### config.mk
export PLATFORM = sky130hd
export DESIGN_NAME = router_reg_flat
export DESIGN_NICKNAME = d
export VERILOG_FILES = /design/src/rtl/router_reg_if.sv /design/src/rtl/router_reg.sv /design/src/flat_wrapper.sv
export SDC_FILE = /design/constraint.sdc
export NUM_CORES = 1
export LEC_CHECK = 0
export ABC_AREA = 0
export CORE_MARGIN = 3
export CORE_UTILIZATION = 35
export CTS_CLUSTER_SIZE = 40
export DETAILED_ROUTE_END_ITERATION = 10
export SYNTH_ARGS = -nofsm -noshare
export SYNTH_HDL_FRONTEND = slang
export SYNTH_SLANG_ARGS = --single-unit
### constraint.sdc
create_clock -name clk -period 1.7 [get_ports clk]
set_input_delay 0.17 -clock clk [delete_from_list [all_inputs] [get_ports clk]]
set_output_delay 0.17 -clock clk [all_outputs]
set_load 0.01 [all_outputs]
### src/rtl/router_reg_if.sv
// Bundle of the router FSM strobes, the input packet stream and the
// register-stage results that connects router_reg to the control path.
interface router_reg_if #(
  parameter int DW = 8
);
  logic          pkt_valid;
  logic [DW-1:0] data_in;
  logic          fifo_full;
  logic          detect_add;
  logic          lfd_state;
  logic          ld_state;
  logic          laf_state;
  logic          full_state;
  logic          rst_int_reg;
  logic          parity_done;
  logic          low_pkt_valid;
  logic          err;
  logic [DW-1:0] dout;

  modport master (
    output pkt_valid, data_in, fifo_full,
    output detect_add, lfd_state, ld_state, laf_state, full_state, rst_int_reg,
    input  parity_done, low_pkt_valid, err, dout
  );

  modport slave (
    input  pkt_valid, data_in, fifo_full,
    input  detect_add, lfd_state, ld_state, laf_state, full_state, rst_int_reg,
    output parity_done, low_pkt_valid, err, dout
  );
endinterface

### src/rtl/router_reg.sv
// Router datapath register stage: latches the header, replays the byte stalled by
// a full FIFO, and accumulates/checks XOR parity for every packet.
module router_reg #(
  parameter int DW = 8
) (
  input logic       clk,
  input logic       reset,
  router_reg_if.slave bus
);

  logic [DW-1:0] r_header;
  logic [DW-1:0] r_hold;
  logic [DW-1:0] r_int_par;
  logic [DW-1:0] r_pkt_par;
  logic [DW-1:0] r_dout;
  logic          r_err;
  logic          r_pd;
  logic          r_low;

  logic w_hdr_load;
  logic w_late_par;
  logic w_pkt_load;
  logic w_pd_set;
  logic w_fold;

  // Address 3 is not a valid destination, so such a header is never latched.
  assign w_hdr_load = bus.detect_add & bus.pkt_valid & (bus.data_in[1:0] != 2'b11);
  assign w_late_par = bus.laf_state & r_low & ~r_pd;
  assign w_pkt_load = (bus.ld_state & ~bus.pkt_valid) | w_late_par;
  assign w_pd_set   = (bus.ld_state & ~bus.fifo_full & ~bus.pkt_valid) | w_late_par;
  assign w_fold     = bus.ld_state & bus.pkt_valid & ~bus.full_state;

  always_ff @(posedge clk or posedge reset) begin
    if (reset)           r_header <= '0;
    else if (w_hdr_load) r_header <= bus.data_in;
  end

  always_ff @(posedge clk or posedge reset) begin
    if (reset)                             r_hold <= '0;
    else if (bus.ld_state & bus.fifo_full) r_hold <= bus.data_in;
  end

  always_ff @(posedge clk or posedge reset) begin
    if (reset)                                r_dout <= '0;
    else if (bus.lfd_state)                   r_dout <= r_header;
    else if (bus.ld_state & ~bus.fifo_full)   r_dout <= bus.data_in;
    else if (bus.ld_state)                    r_dout <= r_dout;
    else if (bus.laf_state)                   r_dout <= r_hold;
  end

  always_ff @(posedge clk or posedge reset) begin
    if (reset)               r_int_par <= '0;
    else if (bus.detect_add) r_int_par <= '0;
    else if (bus.lfd_state)  r_int_par <= r_int_par ^ r_header;
    else if (w_fold)         r_int_par <= r_int_par ^ bus.data_in;
  end

  always_ff @(posedge clk or posedge reset) begin
    if (reset)               r_pkt_par <= '0;
    else if (w_pkt_load)     r_pkt_par <= bus.data_in;
    else if (bus.detect_add) r_pkt_par <= '0;
  end

  always_ff @(posedge clk or posedge reset) begin
    if (reset)               r_pd <= 1'b0;
    else if (w_pd_set)       r_pd <= 1'b1;
    else if (bus.detect_add) r_pd <= 1'b0;
  end

  always_ff @(posedge clk or posedge reset) begin
    if (reset)                           r_low <= 1'b0;
    else if (bus.ld_state & ~bus.pkt_valid) r_low <= 1'b1;
    else if (bus.rst_int_reg)            r_low <= 1'b0;
  end

  // detect_add wins so a back-to-back header clears err on the same edge
  // while parity_done from the previous packet is still high.
  always_ff @(posedge clk or posedge reset) begin
    if (reset)               r_err <= 1'b0;
    else if (bus.detect_add) r_err <= 1'b0;
    else if (r_pd)           r_err <= (r_int_par != r_pkt_par);
  end

  assign bus.dout          = r_dout;
  assign bus.err           = r_err;
  assign bus.parity_done   = r_pd;
  assign bus.low_pkt_valid = r_low;

endmodule

### src/flat_wrapper.sv
// flat-port wrapper written by rule: the top's interface ports become plain ports
module router_reg_flat 
#(
  parameter int DW = 8
)
  (clk, reset, bus_pkt_valid, bus_data_in, bus_fifo_full, bus_detect_add, bus_lfd_state, bus_ld_state, bus_laf_state, bus_full_state, bus_rst_int_reg, bus_parity_done, bus_low_pkt_valid, bus_err, bus_dout);
  router_reg_if #(.DW(DW)) bus_i ();
  input logic clk;
  input logic reset;
  input wire logic [$bits(bus_i.pkt_valid)-1:0] bus_pkt_valid;
  input wire logic [$bits(bus_i.data_in)-1:0] bus_data_in;
  input wire logic [$bits(bus_i.fifo_full)-1:0] bus_fifo_full;
  input wire logic [$bits(bus_i.detect_add)-1:0] bus_detect_add;
  input wire logic [$bits(bus_i.lfd_state)-1:0] bus_lfd_state;
  input wire logic [$bits(bus_i.ld_state)-1:0] bus_ld_state;
  input wire logic [$bits(bus_i.laf_state)-1:0] bus_laf_state;
  input wire logic [$bits(bus_i.full_state)-1:0] bus_full_state;
  input wire logic [$bits(bus_i.rst_int_reg)-1:0] bus_rst_int_reg;
  output wire logic [$bits(bus_i.parity_done)-1:0] bus_parity_done;
  output wire logic [$bits(bus_i.low_pkt_valid)-1:0] bus_low_pkt_valid;
  output wire logic [$bits(bus_i.err)-1:0] bus_err;
  output wire logic [$bits(bus_i.dout)-1:0] bus_dout;
  assign bus_i.pkt_valid = bus_pkt_valid;
  assign bus_i.data_in = bus_data_in;
  assign bus_i.fifo_full = bus_fifo_full;
  assign bus_i.detect_add = bus_detect_add;
  assign bus_i.lfd_state = bus_lfd_state;
  assign bus_i.ld_state = bus_ld_state;
  assign bus_i.laf_state = bus_laf_state;
  assign bus_i.full_state = bus_full_state;
  assign bus_i.rst_int_reg = bus_rst_int_reg;
  assign bus_parity_done = bus_i.parity_done;
  assign bus_low_pkt_valid = bus_i.low_pkt_valid;
  assign bus_err = bus_i.err;
  assign bus_dout = bus_i.dout;
  router_reg #(.DW(DW)) u_core (.clk(clk), .reset(reset), .bus(bus_i));
endmodule
==> flow_summary_export.csv, run 1 <==
group,metric,value,unit
outcome,outcome,"finished clean",
synth,yosysSeqAreaShare,50.83,%
sta,max_freq,705.1,MHz
synth,synth_top_cell_by_area,"dfrtp_1",
die,die_x,83.78,um
synth,netlist_top_cells_area,"dfrtp_1 (51%), mux2i_1 (7.6%), mux2_2 (7.4%), mux2_4 (5.7%), xnor2_1 (5.4%)",
place,place_congestion,0.7365,
worst_setup_path,critPathTopFamily,"buffers and inverters",
sta,fin_crit_sh,83.43,%
final_layout,nets,244,
grt,grt_max_degree,44,
worst_setup_path,r2r_end,"u_core.r_pkt_par[2]",
sta,fin_skew,0.006844,ns
grt,grt_util_all_layers,13.20,%
final_layout,syn_to_final_growth,25.41,%
synth,synth_top_area_share,50.83,%
die,die_y,83.78,um
die,die_area,7018,um2
place,portBuffers,28,
route,ant_nets,0,
clocking,cts_tree,"built",
final_layout,layout-drive-gt1-share,18.58,%
clocking,cts-root-buf,"clkbuf_8",
die,core_area,5675,um2
worst_setup_path,path_cells,"clkdlybuf4s50_1",
clocking,cts_hold_buf,0,
clocking,postCtsResizedCells,0,
route,routedWlPerCell,14.33,um
worst_setup_path,r2r_slack,0.36,ns
final_layout,diodes,0,
worst_setup_path,cpPeakStageDelay,0.56,ns
synth,syn_inst,186,
route,firstDrtPassIters,3,
worst_setup_path,criticalPathCategory,"reg2out",
die,initial_core_util,37.30,%
worst_setup_path,cp-startpoint,"u_core.bus.parity_done",
clocking,path_clk_slew,0.08,ns
synth,yosysUniqueCellTypes,27,
grt,grt_pass1_vias,1625,
flow_run,cap_violations,0,
synth,synth_area,2117,um2
pwr,power,2.682,mW
sta,finalWorstSetupSlack,0.2818,ns
clocking,clock_latency,0.29,ns
synth,synth_edf_count,0,
pwr,p_leak,1.171,nW
place,place_ws,0.03637,ns
sta,slew_headroom,65.78,%
grt,grt_pass1_wl,7541,um
sta,rsz0062_at_grt,"false",
worst_setup_path,cp.arrival,1.25,ns
worst_setup_path,cp-end-kind,"output port",
clocking,post_cts_buffers,0,
synth,ys.flop_type,"dfrtp_1",
clocking,cts_buffers,5,
synth,synth_most_common_cell,"dfrtp_1",
die,rows,27,
sta,worst_pin_slew,0.5121,ns
pwr,power_density,1010,nW/um2
route,via_count,1458,
route,wirelength,4269,um
worst_setup_path,path_buf_inv,1,
place,dp_hpwl,3071,um
worst_setup_path,cp_max_fo,5,
synth,async_flop_share,100.0,%
die,ios,29,
pwr,vdd_drop_max,0.6204,mV
synth,yosys_register_bits,43,
synth,syn_nets,204,
hold_path,hp-class,"in2async",
route,drt-initial-drc-count,54,
clocking,cts_buffer_depth,2,
route,via_per_inst,4.893,
worst_setup_path,slowest_stage,"clkdlybuf4s50_1",
grt,grt-ovfl-total,0,
worst_setup_path,rr_startpoint,"u_core.bus.parity_done",
sta,setup_viol,0,
route,drc,0,
sta,final_max_slew_viol_count,0,
final_layout,fillers,547,
worst_setup_path,crit_path_start_kind,"flop",
worst_setup_path,rr_worst_depth,3,
clocking,h-tree-depth,2,
sta,period_minus_slack,1.418,ns
worst_setup_path,cp.required,1.53,ns
synth,avgSynthCellArea,11.38,um2
grt,antenna_found_initial,0,
synth,ys_top_cells_by_count,"dfrtp_1 (43), nand2_1 (18), mux2i_1 (16), nor2_1 (16), o21ai_0 (15)",
clocking,numClockSinks,43,
sta,finalSetupTns,0,ns
sta,hold_viol_final,0,
synth,ys_warn_count,0,
[cell usage in the layout, fill, tap and decap left out]
cell type | Yosys | routed
buf_4 | 1 | 9
dfrtp_1 | 43 | 43
bufinv_16 | 0 | 1
xnor2_1 | 13 | 13
mux2i_1 | 16 | 16
mux2_2 | 14 | 14
nor2_1 | 16 | 16
clkdlybuf4s50_1 | 0 | 28
o21ai_1 | 2 | 2
or2_1 | 1 | 1
nand2_2 | 1 | 1
a21oi_2 | 1 | 1
a21oi_1 | 8 | 8
nand2b_1 | 10 | 10
nand2_1 | 18 | 18
o221ai_1 | 1 | 1
o21ai_0 | 15 | 15
a21o_1 | 1 | 1
inv_1 | 3 | 3
a311oi_1 | 1 | 1
nor4_1 | 1 | 1
buf_12 | 1 | 3
mux2_4 | 8 | 8
nand4_1 | 1 | 1
nand3b_1 | 2 | 2
clkbuf_1 | 2 | 1
clkbuf_8 | 0 | 5
xor2_1 | 3 | 3
[per-stage QoR]
| stage | cells | instance area (um2) | hold WS [ns] | util (%) |
|---|---|---|---|---|
| after CTS | 298 | 2655 | 0.2556 | 46.78 |
| after global placement | 291 | 2552 | 0.4637 | 44.97 |
| after floorplan | 186 | 2117 | 0.2664 | - |
| after global routing | 298 | 2655 | 0.2903 | 46.78 |
| after detailed placement | 291 | 2552 | 0.4737 | 44.97 |
| final | 298 | 2655 | 0.2348 | 46.78 |
[layer usage]
layer  global-route usage, %  share of wire (%)  vias up
li1                        -                  -      710
met1                   17.06                 47      719
met2                   22.63                 49       25
met3                   2.764                3.2        4
met4                   3.070               0.68        0
met5                       0                  0        -
[worst max-delay path by stage]
stage | endpoint | cells after the start
floorplan | u_core.bus.dout[0] | 1
global placement | u_core.bus.dout[6] | 6
detailed placement | u_core.bus.dout[3] | 6
CTS | bus_parity_done | 1
global route | u_core.r_int_par[4] | 5
finish | bus_parity_done | 1
[where the power goes]
part           switching, mW  internal (mW)
combinational          0.261          0.369
sequential             0.111           1.18
clock                  0.328          0.431
[final cells by class]
class	instances	area (um2)	area share (%)
Timing Repair Buffer	40	407.9	15.36
Clock buffer	6	72.57	2.733
Inverter	3	11.26	0.4241
Tap cell	72	90.09	3.393
Clock inverter	1	30.03	1.131
Multi-Input combinational cell	133	967.2	36.43
Sequential cell	43	1076	40.53
[logic make-up (layout without fill, tap and decap cells)]
group | Yosys count | after routing | share of synthesized area (%)
flip-flops | 43 | 43 | 50.83
AND/OR/NAND/NOR | 50 | 50 | 10.88
AO/OA/AOI/OAI | 29 | 29 | 7.506
XOR/XNOR | 16 | 16 | 6.620
buffers and inverters | 10 | 50 | 3.487
multiplexers | 38 | 38 | 20.69
[sequential cells by signal, indices dropped and copies added, names as in the netlist]
name,cells
u_core.bus.dout,8
u_core.bus.err,1
u_core.bus.low_pkt_valid,1
u_core.bus.parity_done,1
u_core.r_header,8
u_core.r_hold,8
u_core.r_int_par,8
u_core.r_pkt_par,8
Power figures use the tool's default switching activity.
==> inputs of run 2 (changes only) <==
Clock period 1.7 ns to 1.4 ns, I/O delays scaled along.
==> run 2 against run 1 <==
Die area is the same. Clock-buffer cell count grew 1. Via count grew 1.0%. Critical path type unchanged. Critical endpoint is now bus_dout[4]. Largest cell class unchanged.
==> flow_summary_export.csv, run 2 (synthesized netlist as in run 1, its figures left out) <==
group,metric,value,unit
hold_path,hp-class,"in2async",
worst_setup_path,path_buf_inv,1,
sta,period_minus_slack,1.318,ns
worst_setup_path,slowest_stage,"clkdlybuf4s50_1",
pwr,internal_power,2.261,mW
clocking,postCtsResizedCells,1,
final_layout,fillers,549,
worst_setup_path,criticalPathCategory,"reg2out",
worst_setup_path,critPathTopFamily,"buffers and inverters",
place,place_area,2653,um2
sta,hold_viol_final,0,
route,wirelength,4329,um
clocking,cts_buffer_depth,2,
grt,grt_pass1_wl,7914,um
pwr,switching_share,27.35,%
die,initial_core_util,37.30,%
final_layout,nets,254,
final_layout,mostFrequentLayoutCell,"dfrtp_1",
final_layout,final_area,2740,um2
clocking,path_clk_slew,0.08,ns
place,dp_hpwl,3158,um
place,place_congestion,0.6902,
clocking,cts_tree,"built",
grt,grt_util_all_layers,14.10,%
grt,grt_pass1_vias,1632,
sta,slew_headroom,77.69,%
die,die_y,83.78,um
route,via_count,1473,
clocking,post_cts_buffers,0,
sta,setup_viol,0,
place,portBuffers,28,
sta,fin_skew,0.006024,ns
die,ios,29,
sta,final_max_slew_viol_count,0,
pwr,p_leak,1.242,nW
worst_setup_path,path_cells,"clkdlybuf4s50_1",
worst_setup_path,cpPeakStageDelay,0.54,ns
die,die_x,83.78,um
clocking,clock_latency,0.29,ns
clocking,cts_buffers,5,
route,drc,0,
route,ant_nets,0,
die,core_area,5675,um2
final_layout,multiInputGateArea,969.7,um2
place,dp.cells,301,
final_layout,regArea,1076,um2
worst_setup_path,cp_max_fo,2,
grt,grt_max_degree,44,
final_layout,syn_to_final_growth,29.43,%
pwr,power,3.112,mW
sta,fin_crit_sh,94.18,%
route,drt-initial-drc-count,72,
sta,rsz0062_at_grt,"false",
clocking,h-tree-depth,2,
die,rows,27,
clocking,cts-root-buf,"clkbuf_8",
clocking,cts_hold_buf,0,
worst_setup_path,cp-end-kind,"output port",
worst_setup_path,cp.required,1.26,ns
route,firstDrtPassIters,4,
pwr,p_sw,0.8510,mW
die,die_area,7018,um2
grt,grt-ovfl-total,0,
flow_run,cap_violations,0,
clocking,numClockSinks,43,
final_layout,fin_cells,309,
pwr,comb_power_share,25.6,%
route,routedWlPerCell,14.01,um
pwr,pwr-share-seq,50.4,%
grt,antenna_found_initial,0,
pwr,power_density,1136,nW/um2
outcome,outcome,"finished clean",
pwr,power.share.clock,24.0,%
final_layout,layout-drive-gt1-share,22.36,%
final_layout,mostFrequentLayoutCells,"dfrtp_1 (43), clkdlybuf4s50_1 (25), nand2_1 (18)",
worst_setup_path,cp.arrival,1.18,ns
final_layout,diodes,0,
sta,worst_pin_slew,0.3316,ns
pwr,vdd_drop_max,0.4893,mV
sta,holdWs,0.2129,ns
worst_setup_path,crit_path_start_kind,"flop",
sta,max_freq,758.5,MHz
route,via_per_inst,4.767,
run 2: routing by layer:
metal | part of all wire, % | vias to the layer above | track usage, % | wire length [um]
met4 | 0.53 | 0 | 4.386 | 23
met3 | 4.0 | 2 | 3.554 | 172
met2 | 47 | 25 | 22.78 | 2039
li1 | - | 737 | - | -
met1 | 48 | 709 | 18.58 | 2095
met5 | 0 | - | 0 | 0
run 2: worst paths after layout:
check | slack (ns) | from | to | cells after the start
worst max-delay path | 0.08 | u_core.bus.dout[4] | bus_dout[4] | 1
worst min-delay path | 0.21 | reset | u_core.bus.err | 3
worst max register to register | 0.16 | u_core.r_int_par[0] | u_core.bus.err | 4
worst min register to register | 0.48 | u_core.bus.dout[6] | u_core.bus.dout[6] | 2
max in group asynchronous | 0.98 | reset | u_core.r_pkt_par[3] | 3
min in group clk | 0.22 | bus_ld_state | u_core.bus.low_pkt_valid | 3
run 2: cell type report:
class / instances / area share [%]
Timing Repair Buffer: 50 / 18.68
Multi-Input combinational cell: 133 / 35.39
Clock buffer: 7 / 2.785
Inverter: 3 / 0.4110
Sequential cell: 43 / 39.27
Tap cell: 72 / 3.288
Clock inverter: 1 / 0.1826
run 2: stage by stage:
stage	setup TNS (ns)	utilization (%)	worst slack, ns
after CTS	0	48.15	0.04395
after detailed placement	-3.907	46.74	-0.2449
final	0	48.28	0.08154
after global placement	-3.471	46.74	-0.2249
after floorplan	0	-	0.2573
after global routing	0	48.28	0.01244
run 2: power groups by stage:
stage | clock [mW] | sequential (mW) | combinational, mW
6_report | 0.747 | 1.57 | 0.795
3_5_place_dp | 0 | 1.60 | 0.810
3_3_place_gp | 0 | 1.59 | 0.800
4_1_cts | 0.782 | 1.57 | 0.813
5_1_grt | 0.853 | 1.60 | 0.888
2_1_floorplan | 0 | 1.59 | 0.462
==> inputs of run 3 (changes only) <==
Settings changed: GPL_TIMING_DRIVEN set to 0, SETUP_SLACK_MARGIN set to 0.02, TNS_END_PERCENT set to 50.
==> run 3 against run 2 <==
Total power grew 3.0%. Wire length is 0.55% higher. Setup slack is essentially flat. First-iteration DRC count down 24%. Clock power increased by 16%. Via count fell by 3.6%. Final area down 2.7%. Cell count is 3.6% lower.
==> flow_summary_export.csv, run 3 (synthesized netlist as in run 1, its figures left out) <==
group,metric,value,unit
sta,fin_skew,0.003311,ns
die,die_x,83.78,um
clocking,numClockSinks,43,
sta,worst_pin_slew,0.4652,ns
route,route.met2.wl,1960,um
worst_setup_path,cp-end-kind,"output port",
die,die_y,83.78,um
clocking,path_clk_slew,0.08,ns
die,core_area,5675,um2
die,rows,27,
worst_setup_path,cpPeakStageDelay,0.54,ns
worst_setup_path,cp.depth,1,
clocking,h-tree-depth,2,
pwr,p_leak,1.202,nW
grt,grt_pass1_vias,1499,
sta,slew_headroom,68.99,%
route,wl_met1,2130,um
place,place_congestion,0.7298,
worst_setup_path,criticalPathCategory,"reg2out",
grt,grt-ovfl-total,0,
route,via_per_inst,4.765,
die,die_area,7018,um2
outcome,outcome,"finished clean",
pwr,vdd_drop_max,0.5249,mV
route,highest_layer,"met4",
final_layout,syn_to_final_growth,25.95,%
sta,max_freq,758.3,MHz
worst_setup_path,slowest_stage,"clkdlybuf4s50_1",
place,portBuffers,27,
sta,rsz0062_at_grt,"true",
grt,antenna_found_initial,0,
die,initial_core_util,37.30,%
sta,holdWs,0.1015,ns
worst_setup_path,cp.arrival,1.18,ns
route,ant_nets,0,
worst_setup_path,cp.required,1.26,ns
route,via_count,1420,
grt,grt_pass1_wl,7486,um
place,dp_hpwl,3179,um
sta,period_minus_slack,1.319,ns
final_layout,mostFrequentLayoutCell,"dfrtp_1",
worst_setup_path,crit_path_start_kind,"flop",
clocking,cts-root-buf,"clkbuf_8",
sta,setup_viol,0,
clocking,cts_buffer_depth,2,
worst_setup_path,rr_worst_depth,5,
clocking,cts_tree,"built",
route,wl_met3,195,um
sta,final_max_slew_viol_count,0,
final_layout,mostFrequentLayoutCells,"dfrtp_1 (43), clkdlybuf4s50_1 (23), nand2_1 (17)",
sta,hold_viol_final,0,
clocking,clock_latency,0.29,ns
flow_run,cap_violations,0,
route,drc,0,
route,firstDrtPassIters,4,
sta,finalWorstSetupSlack,0.08124,ns
route,drt-initial-drc-count,55,
clocking,cts_hold_buf,0,
pwr,power_density,1202,nW/um2
grt,grt_util_all_layers,13.36,%
hold_path,hp-class,"in2async",
worst_setup_path,critPathTopFamily,"buffers and inverters",
worst_setup_path,path_buf_inv,1,
worst_setup_path,cp_max_fo,2,
place,place_ws,-0.3569,ns
route,wirelength,4353,um
final_layout,diodes,0,
worst_setup_path,path_cells,"clkdlybuf4s50_1",
sta,fin_crit_sh,94.20,%
grt,grt_max_degree,33,
die,ios,29,
clocking,cts_buffers,5,
final_layout,nets,243,
route,routedWlPerCell,14.61,um
final_layout,layout-drive-gt1-share,20.80,%
## run 3: changes by cell type in the layout (fill, tap and decap cells not counted), sizes merged
cell           before  now
dlymetal6s2s        2    3
clkdlybuf4s50      25   23
clkbuf              7   10
clkinv              1    0
buf                22   10
## run 3: cell type report
type	instances	area, um2
flip-flops and latches	43	1076
plain buffers	7	66.31
clock buffers	8	100.1
well taps	72	90.09
multi-input cells	133	998.5
repair buffers	32	324.1
fillers	545	3009
inverters	3	11.26
## run 3: worst paths after layout
| check | endpoint | from | slack, ns |
|---|---|---|---|
| worst max-delay path | bus_dout[1] | u_core.bus.dout[1] | 0.08 |
| worst min-delay path | u_core.bus.err | reset | 0.10 |
| worst max register to register | u_core.r_pkt_par[1] | u_core.bus.parity_done | 0.16 |
| worst min register to register | u_core.bus.dout[6] | u_core.bus.dout[6] | 0.49 |
| max in group asynchronous | u_core.r_header[2] | reset | 0.84 |
| min in group clk | u_core.bus.dout[7] | bus_lfd_state | 0.24 |
## run 3: where the power goes
part | switching [mW] | internal (mW) | leakage [nW]
Clock | 0.413 | 0.451 | 0.0515
Combinational | 0.330 | 0.446 | 0.621
Sequential | 0.128 | 1.44 | 0.530
Total | 0.872 | 2.33 | 1.20
## run 3: per-layer routing
metal | up-vias | global-route usage, %
met5 | - | 0
met4 | 0 | 4.825
met3 | 6 | 3.159
met2 | 36 | 21.33
met1 | 669 | 17.64
li1 | 709 | -
## run 3: stage by stage
step                cell area [um2]  cells  setup TNS [ns]  total power [mW]  utilization [%]
floorplan                      2117    186               0             2.056                -
global placement               2477    285          -39.20             2.332            43.65
detailed placement             2497    286          -7.428             2.355            44.00
CTS                            2608    295               0             3.234            45.94
global route                   2666    298        -0.01322             3.407            46.98
finish                         2666    298               0             3.204            46.98
## run 3: timing repair
item	CTS	global route
gates resized for setup	3	10
pin swaps	0	1
gates cloned	0	1
buffers inserted	1	2
setup endpoints to repair	12	24
